### src/rtl/wave_pkg.sv
// Shared types and helpers for the waveform capture sequencer.
// State encoding, frame geometry and sample format conversion.
package wave_pkg;

  typedef enum logic [1:0] {
    ARMED  = 2'd0,
    ACTIVE = 2'd1,
    WAIT   = 2'd2
  } state_t;

  localparam int SAMPLES_PER_FRAME = 256;
  localparam int RAM_ADDR_W = 9;

  // Signed sample MSB byte to unsigned display byte.
  function automatic logic [7:0] to_display(
    input logic [15:0] s
  );
    return {~s[15], s[14:8]};
  endfunction

endpackage

### src/rtl/dffr.sv
// Generic flop cell with synchronous active-high reset.
// Loads d when en is high.
module dffr #(
  parameter int W = 1
) (
  input  logic         clk,
  input  logic         reset,
  input  logic         en,
  input  logic [W-1:0] d,
  output logic [W-1:0] q
);

  // Enabled register, cleared by reset.
  always_ff @(posedge clk) begin
    if (reset) q <= '0;
    else if (en) q <= d;
  end

endmodule

### src/rtl/wave_trigger_detect.sv
// Rising zero-crossing detector with a capture timeout.
// Flags are combinational; the caller registers its outputs.
module wave_trigger_detect #(
  parameter int TRIG_TIMEOUT = 1024,
  parameter int TO_W = 16
) (
  input  logic clk,
  input  logic reset,
  input  logic armed,
  input  logic new_sample_ready,
  input  logic sample_neg,
  output logic trigger,
  output logic forced
);

  logic            prev_neg;
  logic [TO_W-1:0] tcnt;
  logic [TO_W-1:0] tcnt_d;
  logic            tcnt_en;
  logic            crossing;
  logic            expired;

  assign crossing = new_sample_ready & prev_neg & ~sample_neg;
  assign expired  = tcnt == TO_W'(TRIG_TIMEOUT - 1);
  assign trigger  = armed & crossing;
  assign forced   = armed & new_sample_ready & ~crossing & expired;

  // Counter holds at zero outside ARMED so each arming starts fresh.
  always_comb begin
    tcnt_en = 1'b0;
    tcnt_d  = '0;
    if (!armed || trigger || forced) begin
      tcnt_en = 1'b1;
    end else if (new_sample_ready) begin
      tcnt_en = 1'b1;
      tcnt_d  = tcnt + 1'b1;
    end
  end

  dffr #(.W(1)) u_prev_neg (
    .clk   (clk),
    .reset (reset),
    .en    (new_sample_ready),
    .d     (sample_neg),
    .q     (prev_neg)
  );

  dffr #(.W(TO_W)) u_tcnt (
    .clk   (clk),
    .reset (reset),
    .en    (tcnt_en),
    .d     (tcnt_d),
    .q     (tcnt)
  );

endmodule

### src/rtl/wave_capture.sv
// Captures 256-sample frames into the hidden half of a
// double-buffered RAM and swaps halves while the display idles.
module wave_capture
  import wave_pkg::*;
#(
  parameter int TRIG_TIMEOUT = 1024,
  parameter int TO_W = 16
) (
  input  logic                  clk,
  input  logic                  reset,
  input  logic                  new_sample_ready,
  input  logic [15:0]           new_sample_in,
  input  logic                  wave_display_idle,
  output logic [RAM_ADDR_W-1:0] write_address,
  output logic                  write_enable,
  output logic [7:0]            write_sample,
  output logic                  read_index,
  output logic                  forced_trigger
);

  state_t     state;
  logic [7:0] count;
  logic       trigger;
  logic       forced;

  wave_trigger_detect #(
    .TRIG_TIMEOUT (TRIG_TIMEOUT),
    .TO_W         (TO_W)
  ) u_trig (
    .clk              (clk),
    .reset            (reset),
    .armed            (state == ARMED),
    .new_sample_ready (new_sample_ready),
    .sample_neg       (new_sample_in[15]),
    .trigger          (trigger),
    .forced           (forced)
  );

  // Capture FSM with registered RAM write port and buffer select.
  always_ff @(posedge clk) begin
    if (reset) begin
      state          <= ARMED;
      count          <= '0;
      write_enable   <= 1'b0;
      write_address  <= '0;
      write_sample   <= '0;
      read_index     <= 1'b0;
      forced_trigger <= 1'b0;
    end else begin
      write_enable   <= 1'b0;
      forced_trigger <= 1'b0;
      unique case (state)
        ARMED: begin
          if (trigger || forced) begin
            write_enable   <= 1'b1;
            write_address  <= {~read_index, 8'd0};
            write_sample   <= to_display(new_sample_in);
            forced_trigger <= forced;
            count          <= 8'd1;
            state          <= ACTIVE;
          end
        end
        ACTIVE: begin
          if (new_sample_ready) begin
            write_enable  <= 1'b1;
            write_address <= {~read_index, count};
            write_sample  <= to_display(new_sample_in);
            count         <= count + 8'd1;
            if (count == 8'(SAMPLES_PER_FRAME - 1)) begin
              state <= WAIT;
            end
          end
        end
        WAIT: begin
          if (wave_display_idle) begin
            read_index <= ~read_index;
            state      <= ARMED;
          end
        end
        default: state <= ARMED;
      endcase
    end
  end

endmodule

### config.mk
export PLATFORM = sky130hd
export DESIGN_NAME = wave_capture
export DESIGN_NICKNAME = d
export VERILOG_FILES = /design/src/rtl/wave_pkg.sv /design/src/rtl/dffr.sv /design/src/rtl/wave_trigger_detect.sv /design/src/rtl/wave_capture.sv
export SDC_FILE = /design/constraint.sdc
export NUM_CORES = 1
export LEC_CHECK = 0
export ABC_AREA = 1
export CORE_MARGIN = 5
export CORE_UTILIZATION = 52
export CTS_CLUSTER_DIAMETER = 50
export DETAILED_ROUTE_END_ITERATION = 12
export PLACE_DENSITY = 0.77
export SLEW_MARGIN = 15
export SYNTH_ARGS = -nofsm -noshare
export SYNTH_HDL_FRONTEND = slang
export SYNTH_SLANG_ARGS = --single-unit
export TNS_END_PERCENT = 10
### constraint.sdc
create_clock -name clk -period 2 [get_ports clk]
set_input_delay 0.4 -clock clk [delete_from_list [all_inputs] [get_ports clk]]
set_output_delay 0.4 -clock clk [all_outputs]
set_load 0.02 [all_outputs]
Word-level counts from Yosys, hierarchy flattened
Index checks and enable logic that the tools add are counted.
Widths: inputs -> output; s select.
- register bits after elaboration: 47
- input port bits: 20
- output and inout port bits: 20
- word-level logic and storage cells: 60
- add/subtract/negate cells: 2
- equality and inequality tests: 8
- multiplexer cells: 20
- bitwise gates (word level): 11
- reductions and logical operators: 10
- operators with widths (operator ; count):
    $mux 16 ; 2
    $mux 8 ; 4
    $pmux 8 s2 ; 2
    $mux 9 ; 2
    $pmux 9 s2 ; 1
    $add 16x1->16 const B ; 1
    $eq 16x10->1 const B ; 1
    $add 8x1->8 const B ; 1
    $eq 8x8->1 const B ; 1
    $mux 2 ; 4
    $ne 2x2->1 const B ; 4
    $and 1x1->1 ; 6
    $pmux 2 s3 ; 1
    $not 1->1 ; 5
    $reduce_and 4->1 ; 1
    $logic_or 1x1->1 ; 3
    $mux 1 ; 3
    $reduce_and 3->1 ; 1
    $reduce_or 3->1 ; 1
    $eq 2x1->1 const B ; 1
    $eq 2x2->1 const B ; 1
    $logic_not 2->1 ; 1
    $pmux 1 s2 ; 1
    $reduce_and 2->1 ; 1
    other kinds (2) ; 2

Depth between registers and ports, before layout
- depth after elaboration: 8
- depth in mapped cells: 10
- mapped depth without buffers: 10

By module
A second synthesis with hierarchy kept.
- cells, all modules: 382
- area, all modules: 2492.4 sq um
- by module, submodules not included (module ; instances ; cells each ; area an instance (sq um)):
    wave_capture ; 1 ; 167 ; 1239.9
    dffr at u_trig.u_tcnt ; 1 ; 101 ; 670.6
    wave_trigger_detect ; 1 ; 107 ; 536.8
    dffr at u_trig.u_prev_neg ; 1 ; 7 ; 45.0

Worst setup path before layout
No wires, ideal clock.
- kind: register -> register
- start: reg u_trig.u_tcnt.q[0]
- end: reg write_address[8]
- library setup time: 0.113 ns
- arrival: 1.359 ns
- data required time: 1.887 ns
- setup slack: 0.528 ns
- cell stages (with the launch flop): 10
- buffers on the path: 1
- cells stage by stage: dfxtp_1 > ha_1 > nand3_1 > nor2_1 > nand3_4 > nand3_4 > buf_6 > nand2_1 > nand2_1 > nor2_1
- cells in the longest elaborated chain, start to end: 5
- ends and longest elaborated chain (element ; RTL line ; source):
    from (decl) ; dffr.sv:10 ; output logic [W-1:0] q
    from (signal assigned) ; dffr.sv:15 ; if (reset) q <= '0;
    from (signal assigned) ; dffr.sv:16 ; else if (en) q <= d;
    $eq 16x10->1 ; wave_trigger_detect.sv:24 ; assign expired = tcnt == TO_W'(TRIG_TIMEOUT - 1);
    $and 1x1->1 ; wave_trigger_detect.sv:26 ; assign forced = armed & new_sample_ready & ~crossing & expired;
    $logic_or 1x1->1 ; wave_capture.sv:54 ; if (trigger || forced) begin
    $ne 2x2->1 (no line) ; n/a ;
    $reduce_and 3->1 (no line) ; n/a ;
    to (signal assigned) ; wave_capture.sv:56 ; write_address <= {~read_index, 8'd0};
    to (signal assigned) ; wave_capture.sv:66 ; write_address <= {~read_index, count};
    to (decl) ; wave_capture.sv:14 ; output logic [RAM_ADDR_W-1:0] write_address,
No other way between the ends.
A chain may end at the register's enable or synchronous reset.

Final worst setup path
- start: reg read_index
- end: out read_index
- RTL lines (element ; RTL line ; source):
    from (decl) ; wave_capture.sv:17 ; output logic read_index,
    from (signal assigned) ; wave_capture.sv:76 ; read_index <= ~read_index;
No word-level cell between the ends.

==> impl_metrics.env <==
export IMPL_skew_ns=0.00741
export IMPL_row_count=23
export IMPL_yosysUniqueCellTypes=33
export IMPL_die_h_um=75.2
export IMPL_syn_area_um2=2210
export IMPL_peakVddDrop_v=0.000487
export IMPL_first_pass_iters=4
export IMPL_r2r_cells=7
export IMPL_dp_hpwl_um=3410
export IMPL_synthesis_nets=324
export IMPL_antenna_found_initial=0
export IMPL_synth_xor_area_frac=0.0198
export IMPL_cts_hold_buf=0
export IMPL_avgViaCountPerCell=5.22
export IMPL_worstMarginPinSlew_ns=0.302
export IMPL_nets=368
export IMPL_fill_cells=354
export IMPL_power_density_nw_per_um2=819
export IMPL_setup_viol=0
export IMPL_path_max_fanout=3
export IMPL_crit_path_end_kind="output port"
export IMPL_grt_pass1_wl_um=8290
export IMPL_crit_slowest_cell="clkdlybuf4s50_1"
export IMPL_grt_pass1_vias=1878
export IMPL_slowest_delay_ns=0.62
export IMPL_p_leak_nw=1.07
export IMPL_period_needed_ns=1.68
export IMPL_ys_seq_elements=47
export IMPL_min_path_type="flop to flop"
export IMPL_insertedDiodeCount=0
export IMPL_vias=2073
export IMPL_grt_overflow=0
export IMPL_final_max_slew_violation_count=0
export IMPL_fp_dieW_um=75.2
export IMPL_io_buffer_count=31
export IMPL_synthSimpleGateAreaFrac=0.376
export IMPL_crit_cells=1
export IMPL_clk_latency_ns=0.30
export IMPL_critPathArrivalTime_ns=1.28
export IMPL_post_cts_buffers=0
export IMPL_synth_adder_area_share=0.0113
export IMPL_drt_initial_drc_count=95
export IMPL_post_route_cell_area_um2=2750
export IMPL_path_cells="clkdlybuf4s50_1"
export IMPL_grt_use_total=0.186
export IMPL_yosysSeqAreaShare=0.426
export IMPL_die_area_um2=5650
export IMPL_crit_family="buffers and inverters"
export IMPL_ys_warn_count=0
export IMPL_hold_viol=0
export IMPL_fmax_ghz=0.594
export IMPL_start_util=0.544
export IMPL_netlist_instances=302
export IMPL_cts_tree="yes"
export IMPL_synth_top_family_by_area="simple AND/OR/NAND/NOR gates"
export IMPL_critPathBufInv=1
export IMPL_place_area_um2=2640
export IMPL_root_buffer="clkbuf_8"
export IMPL_fin_util=0.677
export IMPL_cts_buffers=5
export IMPL_wire_per_inst_um=12.1
export IMPL_ios=40
export IMPL_cts_htree_levels=2
export IMPL_synth_compound_area_frac=0.0952
export IMPL_max_cap_violations=0
export IMPL_hold_depth=2
export IMPL_cts_buffer_depth=2
export IMPL_fin_total_pwr_mw=2.25
export IMPL_detail_route_antenna_nets=0
export IMPL_syn_to_final_growth_pct=24.5
export IMPL_drive_above_1_share=0.118
export IMPL_core_area_um2=4060
export IMPL_cts_resized=0
export IMPL_synth_mux_area_frac=0
export IMPL_path_class="flop to output port"
export IMPL_clk_pin_slew_worst_paths_ns=0.08
export IMPL_wirelength_um=4810
export IMPL_cp_required_ns=1.60
export IMPL_drc=0
export IMPL_grt_max_degree=26
export IMPL_critPathLaunchType="flop"
export IMPL_outcome="complete, no violations"
export IMPL_relSlewSlack=0.797
export IMPL_rsz0062_at_grt="false"
export IMPL_min_period_over_period=0.842
export IMPL_synth_avg_cell_area_um2=7.31
export IMPL_clock_sinks=47
export IMPL_place_congestion=0.861
-- placed cells by master, fill, tap and decap left out, drive strengths merged, types with 5 or more instances in the layout --
cell / Yosys / layout
nand3: 16 / 16
inv: 25 / 25
nand4: 17 / 17
nor2: 48 / 48
clkdlybuf4s50: 0 / 31
nor3: 10 / 10
nand2: 76 / 76
a21oi: 29 / 29
buf: 8 / 16
o21ai: 5 / 5
dfxtp: 47 / 47
xor2: 5 / 5
clkbuf: 2 / 5
-- worst min-delay path, cell delays in order, from the launching register on --
cell     delay [ns]
dfxtp_1        0.32
nand2_1        0.06
a21oi_1        0.05
-- Yosys cell counts, drive strengths merged --
library cell | n | area share
a31oi | 1 | 0.0028
clkbuf | 2 | 0.0034
o21ai | 5 | 0.011
nor2 | 48 | 0.093
o22ai | 1 | 0.0028
ha | 2 | 0.011
xor2 | 5 | 0.020
a21oi | 29 | 0.066
nor4 | 2 | 0.0057
and3 | 1 | 0.0028
o21bai | 1 | 0.0034
nor3 | 10 | 0.032
nand2 | 76 | 0.13
nand4 | 17 | 0.048
inv | 25 | 0.043
nand3b | 2 | 0.0068
buf | 8 | 0.026
a211oi | 2 | 0.0091
nor3b | 2 | 0.0091
dfxtp | 47 | 0.43
nand3 | 16 | 0.048
-- report_power, final --
part           switching [mW]  total (mW)  internal [mW]  leakage [nW]
clock                   0.324       0.696          0.372        0.0581
sequential             0.0666        1.08           1.01         0.380
combinational           0.271       0.479          0.209         0.631
-- final timing paths --
kind	slack [ns]	to	start
max	0.32	read_index	read_index$_SDFFE_PP0P_
min	0.47	u_trig.u_prev_neg.q$_SDFFE_PP0P_	u_trig.u_prev_neg.q$_SDFFE_PP0P_
max reg2reg	0.34	u_trig.u_tcnt.q[12]$_SDFFE_PP0P_	u_trig.u_tcnt.q[0]$_SDFFE_PP0P_
min reg2reg	0.47	u_trig.u_prev_neg.q$_SDFFE_PP0P_	u_trig.u_prev_neg.q$_SDFFE_PP0P_
-- final cells by class --
| cell class | count | area (µm²) | share of cell area |
|---|---|---|---|
| well taps | 50 | 62.6 | 0.0228 |
| inverters | 25 | 93.8 | 0.0341 |
| clock buffers | 5 | 68.8 | 0.0250 |
| multi-input cells | 220 | 1110 | 0.403 |
| clock inverters | 3 | 43.8 | 0.0159 |
| flip-flops and latches | 47 | 941 | 0.342 |
| repair buffers | 47 | 430 | 0.157 |
-- sequential cells by signal, summed over array words and instances (netlist names) --
register             flops
u_trig.u_tcnt.q         16
write_address            9
count                    8
write_sample             8
state                    2
forced_trigger           1
read_index               1
u_trig.u_prev_neg.q      1
write_enable             1
-- per-stage QoR --
stage                     TNS [ns]  setup WS (ns)  instances  hold WS (ns)
after floorplan                  0          0.528        302         0.440
after CTS                        0          0.292        397         0.472
after global routing             0          0.128        397         0.489
after global placement           0         0.0134        389         0.447
final                            0          0.316        397         0.468
after detailed placement   -0.0105        -0.0105        389         0.461
-- cell families after synthesis --
group           Yosys count
compound gates           39
buf+inv                  35
xor+xnor                  5
flops                    47
fa+ha+maj                 2
simple gates            174
-- per-layer routing --
layer	part of all wire	vias up	track usage
li1	-	1084	-
met1	0.49	932	0.260
met2	0.43	53	0.290
met3	0.071	4	0.0467
met4	0.0085	0	0.0466
met5	0	-	0
(Power assumes the default switching activity.)
